==> src/rtl/ir_ac_frame_builder.sv <==
// Debounces the five AC front-panel keys, holds the settings and publishes one frame pair per change.
// Key edge to frame_update takes 3 cycles when idle; further changes while busy merge into one later frame.
module ir_ac_frame_builder #(
    parameter int unsigned DEB_CYC    = 2_500_000,
    parameter int unsigned TX_TIMEOUT = 30_000_000,
    parameter logic [4:0]  T_RESET    = 5'd26
) (
    input  logic        clk,
    input  logic        rst,
    input  logic        key_pwr,
    input  logic        key_mode,
    input  logic        key_up,
    input  logic        key_down,
    input  logic        key_fan,
    input  logic        tx_done,
    output logic [31:0] IR_in_data35_1,
    output logic [2:0]  IR_in_data35_0,
    output logic [31:0] IR_in_data32,
    output logic        frame_update,
    output logic        busy
);

    localparam int unsigned    DCW      = $clog2(DEB_CYC + 1);
    localparam int unsigned    TCW      = $clog2(TX_TIMEOUT + 1);
    localparam logic [DCW-1:0] DEB_LAST = DCW'(DEB_CYC - 1);
    localparam logic [TCW-1:0] TMO_LAST = TCW'(TX_TIMEOUT - 1);
    localparam logic [3:0]     TC_RESET = 4'(T_RESET - 5'd16);
    localparam logic [3:0]     TC_MAX   = 4'd14;

    typedef enum logic [1:0] {ST_IDLE, ST_BUILD, ST_PUBLISH, ST_WAIT_TX} state_t;

    // Key bit order: 4 pwr, 3 mode, 2 up, 1 down, 0 fan
    logic [4:0]     key_raw;
    logic [4:0]     sync1_q, sync2_q, deb_q;
    logic [DCW-1:0] deb_cnt_q [5];
    logic [4:0]     key_edge;

    logic       power_q, power_d;
    logic [2:0] mode_q, mode_d;
    logic [3:0] tcode_q, tcode_d;
    logic [1:0] fan_q, fan_d;
    logic       set_chg;

    state_t         state_q, state_d;
    logic           pending_q, pending_d;
    logic           busy_q, busy_d;
    logic           fu_q;
    logic [1:0]     seq_q, seq_nx;
    logic [TCW-1:0] tmo_q, tmo_d;
    logic           txd_q;
    logic           tx_rise, tx_end, load_out;
    logic [34:0]    f35_d, f35_q;
    logic [31:0]    g32_d, g32_q;
    logic [3:0]     csum;

    assign key_raw = {key_pwr, key_mode, key_up, key_down, key_fan};

    always_comb begin
        key_edge = '0;
        for (int k = 0; k < 5; k++) begin
            key_edge[k] = sync2_q[k] & ~deb_q[k] & (deb_cnt_q[k] == DEB_LAST);
        end
    end

    // The counter only runs while the synchronised level disagrees with the accepted one
    always_ff @(posedge clk or negedge rst) begin
        if (!rst) begin
            sync1_q <= '0;
            sync2_q <= '0;
            deb_q   <= '0;
            for (int k = 0; k < 5; k++) deb_cnt_q[k] <= '0;
        end else begin
            sync1_q <= key_raw;
            sync2_q <= sync1_q;
            for (int k = 0; k < 5; k++) begin
                if (sync2_q[k] == deb_q[k]) begin
                    deb_cnt_q[k] <= '0;
                end else if (deb_cnt_q[k] == DEB_LAST) begin
                    deb_q[k]     <= sync2_q[k];
                    deb_cnt_q[k] <= '0;
                end else begin
                    deb_cnt_q[k] <= deb_cnt_q[k] + DCW'(1);
                end
            end
        end
    end

    always_comb begin
        power_d = power_q;
        mode_d  = mode_q;
        tcode_d = tcode_q;
        fan_d   = fan_q;
        if (key_edge[4]) power_d = ~power_q;
        if (power_q) begin
            if (key_edge[3]) mode_d = (mode_q == 3'd4) ? 3'd0 : mode_q + 3'd1;
            if (key_edge[0]) fan_d = fan_q + 2'd1;
            // Simultaneous up and down cancel each other
            if (key_edge[2] && !key_edge[1] && tcode_q != TC_MAX) tcode_d = tcode_q + 4'd1;
            if (key_edge[1] && !key_edge[2] && tcode_q != 4'd0)   tcode_d = tcode_q - 4'd1;
        end
        set_chg = {power_d, mode_d, tcode_d, fan_d} != {power_q, mode_q, tcode_q, fan_q};
    end

    always_comb begin
        tx_rise  = tx_done & ~txd_q;
        load_out = (state_q == ST_BUILD);
        tx_end   = (state_q == ST_WAIT_TX) && (tx_rise || tmo_q == TMO_LAST);
        seq_nx   = seq_q + 2'd1;
        csum     = {1'b0, mode_q} + tcode_q + {2'b0, fan_q} + {3'b0, power_q} + 4'hA;
        f35_d    = {mode_q, power_q, fan_q, 4'd0, tcode_q, 14'd0, 7'b1010010};
        g32_d    = {csum, 26'd0, seq_nx};

        state_d = state_q;
        case (state_q)
            ST_IDLE:    if (pending_q) state_d = ST_BUILD;
            ST_BUILD:   state_d = ST_PUBLISH;
            ST_PUBLISH: state_d = ST_WAIT_TX;
            ST_WAIT_TX: if (tx_end) state_d = ST_IDLE;
            default:    state_d = ST_IDLE;
        endcase

        // A change landing on the load edge is not in the frame being loaded, so it stays pending
        pending_d = set_chg ? 1'b1 : (load_out ? 1'b0 : pending_q);
        busy_d    = load_out ? 1'b1 : (tx_end ? 1'b0 : busy_q);
        tmo_d     = (state_q == ST_PUBLISH || state_q == ST_WAIT_TX) ? tmo_q + TCW'(1) : '0;
    end

    always_ff @(posedge clk or negedge rst) begin
        if (!rst) begin
            power_q   <= 1'b0;
            mode_q    <= 3'd0;
            tcode_q   <= TC_RESET;
            fan_q     <= 2'd0;
            state_q   <= ST_IDLE;
            pending_q <= 1'b0;
            busy_q    <= 1'b0;
            fu_q      <= 1'b0;
            seq_q     <= 2'd0;
            tmo_q     <= '0;
            txd_q     <= 1'b0;
            f35_q     <= '0;
            g32_q     <= '0;
        end else begin
            power_q   <= power_d;
            mode_q    <= mode_d;
            tcode_q   <= tcode_d;
            fan_q     <= fan_d;
            state_q   <= state_d;
            pending_q <= pending_d;
            busy_q    <= busy_d;
            fu_q      <= load_out;
            tmo_q     <= tmo_d;
            txd_q     <= tx_done;
            if (load_out) begin
                seq_q <= seq_nx;
                f35_q <= f35_d;
                g32_q <= g32_d;
            end
        end
    end

    assign IR_in_data35_1 = f35_q[34:3];
    assign IR_in_data35_0 = f35_q[2:0];
    assign IR_in_data32   = g32_q;
    assign frame_update   = fu_q;
    assign busy           = busy_q;

endmodule

==> config.mk <==
export PLATFORM = sky130hd
export DESIGN_NAME = ir_ac_frame_builder
export DESIGN_NICKNAME = d
export VERILOG_FILES = /design/src/rtl/ir_ac_frame_builder.sv
export SDC_FILE = /design/constraint.sdc
export NUM_CORES = 1
export LEC_CHECK = 0
export CORE_AREA = 5 5 144 119
export DETAILED_ROUTE_END_ITERATION = 7
export DIE_AREA = 0 0 149 124
export PLACE_DENSITY = 0.81
export SYNTH_ARGS = -nofsm -noshare
export SYNTH_HDL_FRONTEND = slang
export SYNTH_SLANG_ARGS = --single-unit
==> constraint.sdc <==
create_clock -name clk -period 4.2 [get_ports clk]
set_input_delay 0.42 -clock clk [delete_from_list [all_inputs] [get_ports clk]]
set_output_delay 0.42 -clock clk [all_outputs]
set_load 0.03 [all_outputs]
# After elaboration in Yosys (flattened, before gate mapping)
# Index checks and enable logic that the tools add are counted.
dict set report totals {
  ff_bits 187
  latch_bits 0
  ramBits 0
  mem_bits_ro 0
  input_bits 8
  word_cells 128
  mem_count 0
}
dict set report op_classes {
  addsub 15
  n_mul 0
  n_div 0
  n_lt_le_gt_ge 0
  eq_ne 19
  n_shift 0
  n_mux 27
  bitwise_logic 23
  reduce_logical 19
}
# cell n
set op_table {}
lappend op_table {{$mux 22} 10}
lappend op_table {{$add 22x1->22 const B} 5}
lappend op_table {{$eq 22x22->1 const B} 5}
lappend op_table {{$add 25x1->25 const B} 1}
lappend op_table {{$eq 25x25->1 const B} 1}
lappend op_table {{$mux 25} 1}
lappend op_table {{$mux 4} 3}
lappend op_table {{$not 1->1} 12}
lappend op_table {{$reduce_and 2->1} 6}
lappend op_table {{$and 1x1->1} 11}
lappend op_table {{$ne 10x10->1} 1}
lappend op_table {{$mux 3} 3}
lappend op_table {{$mux 2} 4}
lappend op_table {{$pmux 2 s4} 1}
lappend op_table {{$eq 1x1->1} 5}
lappend op_table {{$logic_and 1x1->1} 5}
lappend op_table {{$mux 1} 5}
lappend op_table {{$add 2x1->2 const B} 2}
lappend op_table {{$add 3x4->4} 1}
lappend op_table {{$add 4x1->4} 1}
lappend op_table {{$add 4x1->4 const B} 1}
lappend op_table {{$add 4x2->4} 1}
lappend op_table {{$add 4x4->4 const B} 1}
lappend op_table {{$eq 2x2->1 const B} 2}
lappend op_table {{11 further kinds} 15}

# Depth between registers and ports, before layout
dict set report logic_depth {
  depth_word 11
  depth_mapped 10
}

# Worst setup path before layout
# No wires, ideal clock.
dict set report synth_path {
  path_type {reg-to-reg}
  startpoint {register tcode_q[1]}
  endpoint {register g32_q[31] (netlist: IR_in_data32[31])}
  setup_time_ns 0.141
  arrival_ns 2.312
  required_ns 4.059
  slack_ns 1.747
  stages_incl_launch_ff 11
  n_path_buf 0
  cell_sequence {dfstp_2 inv_1 ha_1 inv_1 fa_1 ha_1 inv_1 fa_1 xnor2_1 xnor2_1 a21oi_1}
}
dict set report synth_via {
  elab_chain_cells 4
}
# element line
set synth_rtl {}
lappend synth_rtl {{start: declaration} 40} ;# logic [3:0] tcode_q, tcode_d;
lappend synth_rtl {{start signal: assignment} 146} ;# tcode_q <= tcode_d;
lappend synth_rtl {{$add 3x4->4} 109} ;# csum = {1'b0, mode_q} + tcode_q + {2'b0, fan_q} + {3'b0, power_q} + 4'hA;
lappend synth_rtl {{$add 4x2->4} 109}
lappend synth_rtl {{$add 4x1->4} 109}
lappend synth_rtl {{$add 4x4->4} 109}
lappend synth_rtl {{end signal: assignment} 157} ;# g32_q <= g32_d;
lappend synth_rtl {{end: declaration} 53} ;# logic [31:0] g32_d, g32_q;
# No other way between the ends.
# A chain may end at the register's enable or synchronous reset.

# Final worst setup path
dict set report layout_path {
  startpoint {register power_q}
  endpoint {register g32_q[31] (netlist: IR_in_data32[31])}
}
dict set report layout_via {
  elab_chain_cells 2
}
# element line
set layout_rtl {}
lappend layout_rtl {{start: declaration} 38} ;# logic power_q, power_d;
lappend layout_rtl {{start signal: assignment} 144} ;# power_q <= power_d;
lappend layout_rtl {{$add 4x1->4} 109}
lappend layout_rtl {{$add 4x4->4} 109}
# No other way between the ends.

==> results by group <==
GRT
  – Antenna violations before repair: 0
  – First-pass GRT wire length: 27770 um
  – Gr usage total: 0.1866
  – Largest net degree at the start of global routing: 92
  – Global route total overflow: 0
  – Vias in the first global route: 5916

Timing
  – Setup TNS: 0 ns
  – Max Clock Skew: 0.008272 ns
  – Fmax: 385.5 MHz
  – Setup Viol. Count Final: 0
  – Final WS setup: 1.606 ns
  – Hold slack: 0.02214 ns
  – Slew Viols, Final: 0
  – Period minus WS final: 2.594 ns
  – Endpoints failing hold: 0
  – Slew HR: 0.3629
  – RSZ-0062 raised after global routing: false
  – Worst-margin pin slew: 0.9557 ns
  – Final Cycle Share: 0.6177

Power and ir drop
  – Cell area power density: approximately 390 nW/um2
  – Lkg Pwr: 4.349 nW
  – Total power: ~4 mW
  – Max IR drop VDD: between 0.2 and 0.3 mV

Die
  – Total die area: 18480 um2
  – Die height: 124 um
  – Core area: 15490 um2
  – Io pins: 77
  – Starting Density: 0.5859
  – Die W: 149 um
  – # rows: 41

Final layout
  – Diode count: 0
  – Final Instance Area: 9997 um2
  – Area delta synth->final: 10.15%
  – Layout cells sized above 1: 0.07082
  – Most frequent cells in the layout: 181 x dfrtp_1, 160 x nor2_1, 65 x nand2_1
  – Fillcell total: ~1.2k
  – Final #Nets: approximately 970
  – Most common cell after layout, fill and taps aside: dfrtp_1

Route
  – Residual DRC: 0
  – Antenna Violating Nets Remaining: 0
  – Via count: 6080
  – Routed WL: approximately 16000 um
  – Mean number of vias per cell: 5.237
  – DR WL/cell: between 10 and 15 um
  – DRT iter0 DRCs: 353
  – Drt pass-1 iters: 5

Yosys
  – Synth Register Bits: between 150 and 200
  – Post-synthesis instance area: 9076 um2
  – Top FF cell, synth: dfrtp_1
  – Distinct cells, synth: 56
  – Top cell type's share of synthesized area: 0.4990
  – Post-synth EDFFs: 0
  – Leading area contributor after synthesis: dfrtp_1
  – Seq/Total Area, Yosys: 0.5048
  – Synth top area cells: dfrtp_1 50%, nor2_1 6.7%, xnor2_1 6.2%
  – Cells after synthesis: 902
  – Syn_area_per_cell: slightly above 10 um2
  – Yosys warns: 0
  – FFs w/ async S/R, synth: 1.000

Clock tree
  – Max Root-Sink Buffers: 2
  – CTS tree: done
  – H-Tree Depth: 4
  – Post-CTS Hold Buffers: 0
  – CTS Buf Count: 17
  – Root buffer cell: clkbuf_16
  – Post-CTS setup buffers: 0
  – Clk sinks: 183
  – Worst-Skew Late Latency: 0.44 ns
  – Resize count post-CTS: 0
  – Worst-path clk slew: 0.07 ns

Critical path
  – Reg2Reg Setup Slack: 1.61 ns
  – Startpoint types: flop
  – Crit-path cells: fa_1 > fa_1 > ha_1 > inv_1 > fa_1 > xnor2_1 > xnor2_1 > a21oi_1
  – Cell mode on critical path: fa_1
  – Slowest cell on the critical path: dfrtp_1
  – Critical Path Fanout Max: 11
  – Largest stage delay, worst path: 0.51 ns
  – Critical path arrival: 2.87 ns
  – CP Class: flop to flop
  – R2r worst-path depth: 8
  – Reg2reg start: power_q
  – Worst setup EP type: flop
  – Worst flop-to-flop path endpoint: IR_in_data32[31]
  – Critical Path RT: ~4.5 ns

Run status
  – Status: complete, no violations

Place
  – Post-Place Setup Slack: 1.587 ns
  – Port bufs: 28
  – HPWL Detailed: 10940 um
  – DP Area: 9388 um2
  – GPL Wtd Cong: 0.7848

Worst hold path
  – Hold Path Class: primary input to asynchronous set/reset pin

Job
  – Max cap viols: 0
## critical path, delay by kind of cell, from the launching register on
| kind | cells | cell delay, ns |
|---|---|---|
| buffers and inverters | 1 | 0.05 |
| AO/OA/AOI/OAI | 1 | 0.08 |
| adder cells (fa/ha/maj) | 4 | 1.49 |
| flip-flops | 1 | 0.51 |
| XOR/XNOR | 2 | 0.30 |
## kinds of logic (layout without fill, tap and decap cells)
| kind of cell | after synthesis | count (layout) | synth area share |
|---|---|---|---|
| flip-flops | 183 | 183 | 0.5048 |
| adder cells (fa/ha/maj) | 28 | 28 | 0.04108 |
| AND/OR/NAND/NOR | 408 | 408 | 0.2186 |
| XOR/XNOR | 126 | 126 | 0.1216 |
| buffers and inverters | 99 | 96 | 0.06300 |
| multiplexers | 20 | 20 | 0.02468 |
| AO/OA/AOI/OAI | 37 | 37 | 0.02578 |
| other | 1 | 48 | 0.0004132 |
## cells in the mapped netlist, types with 3 or more instances
cell type and number:
a21oi_1 10, and2_1 4, and3_1 19, and4_1 12, buf_2 7, buf_4 51, clkbuf_1 9, dfrtp_1 181
fa_1 3, ha_1 25, inv_1 32, mux2_2 18, nand2_1 65, nand3_1 51, nand4_1 19, nor2_1 161
nor2b_1 6, nor3_1 21, nor4_1 15, nor4b_1 6, o21ai_0 10, or2_2 3, or3_1 9, xnor2_1 64
xor2_1 62
## how the worst max path moves through the flow
stage | endpoint | from | slack [ns]
2_1_floorplan | IR_in_data32[31] | tcode_q[1] | 1.75
4_1_cts | IR_in_data32[31] | power_q | 1.58
3_5_place_dp | IR_in_data32[31] | tcode_q[1] | 1.59
3_3_place_gp | IR_in_data32[31] | power_q | 1.64
5_1_grt | IR_in_data32[31] | tcode_q[1] | 1.47
6_report | IR_in_data32[31] | power_q | 1.61
## per-stage QoR
step                instances  utilization
CTS                      1161       0.6453
finish                   1161       0.6453
floorplan                 949            -
global placement         1129       0.6060
detailed placement       1129       0.6060
global route             1161       0.6453
## metal layers
| metal | share of wire | routed length (um) | GRT usage |
|---|---|---|---|
| met5 | 0 | 0 | 0 |
| met3 | 0.040 | 642 | 0.04729 |
| met1 | 0.48 | 7675 | 0.2564 |
| met2 | 0.46 | 7370 | 0.2916 |
| met4 | 0.013 | 203 | 0.06461 |
## layout make-up
cell class | count | area, um2 | share of cell area
Sequential cell | 183 | 4582 | 0.4583
Clock inverter | 14 | 170.2 | 0.01702
Timing Repair Buffer | 32 | 311.5 | 0.03116
Clock buffer | 18 | 439.2 | 0.04393
Inverter | 32 | 120.1 | 0.01201
Tap cell | 215 | 269.0 | 0.02691
Multi-Input combinational cell | 667 | 4105 | 0.4106
## where the power goes
group	internal, mW	switching [mW]
Clock	0.957	0.688
Combinational	0.134	0.302
Sequential	1.82	0.0451
## registers in the layout, indices dropped and copies added (netlist names)
register      cells
state_q           2
deb_cnt_q       110
pending_q         1
fan_q             2
tcode_q           4
sync2_q           5
mode_q            3
power_q           1
deb_q             5
f35_q            11
sync1_q           5
seq_q             1
IR_in_data32      5
tmo_q            25
frame_update      1
busy              1
txd_q             1
No activity file was read; power rests on OpenSTA's default activity.
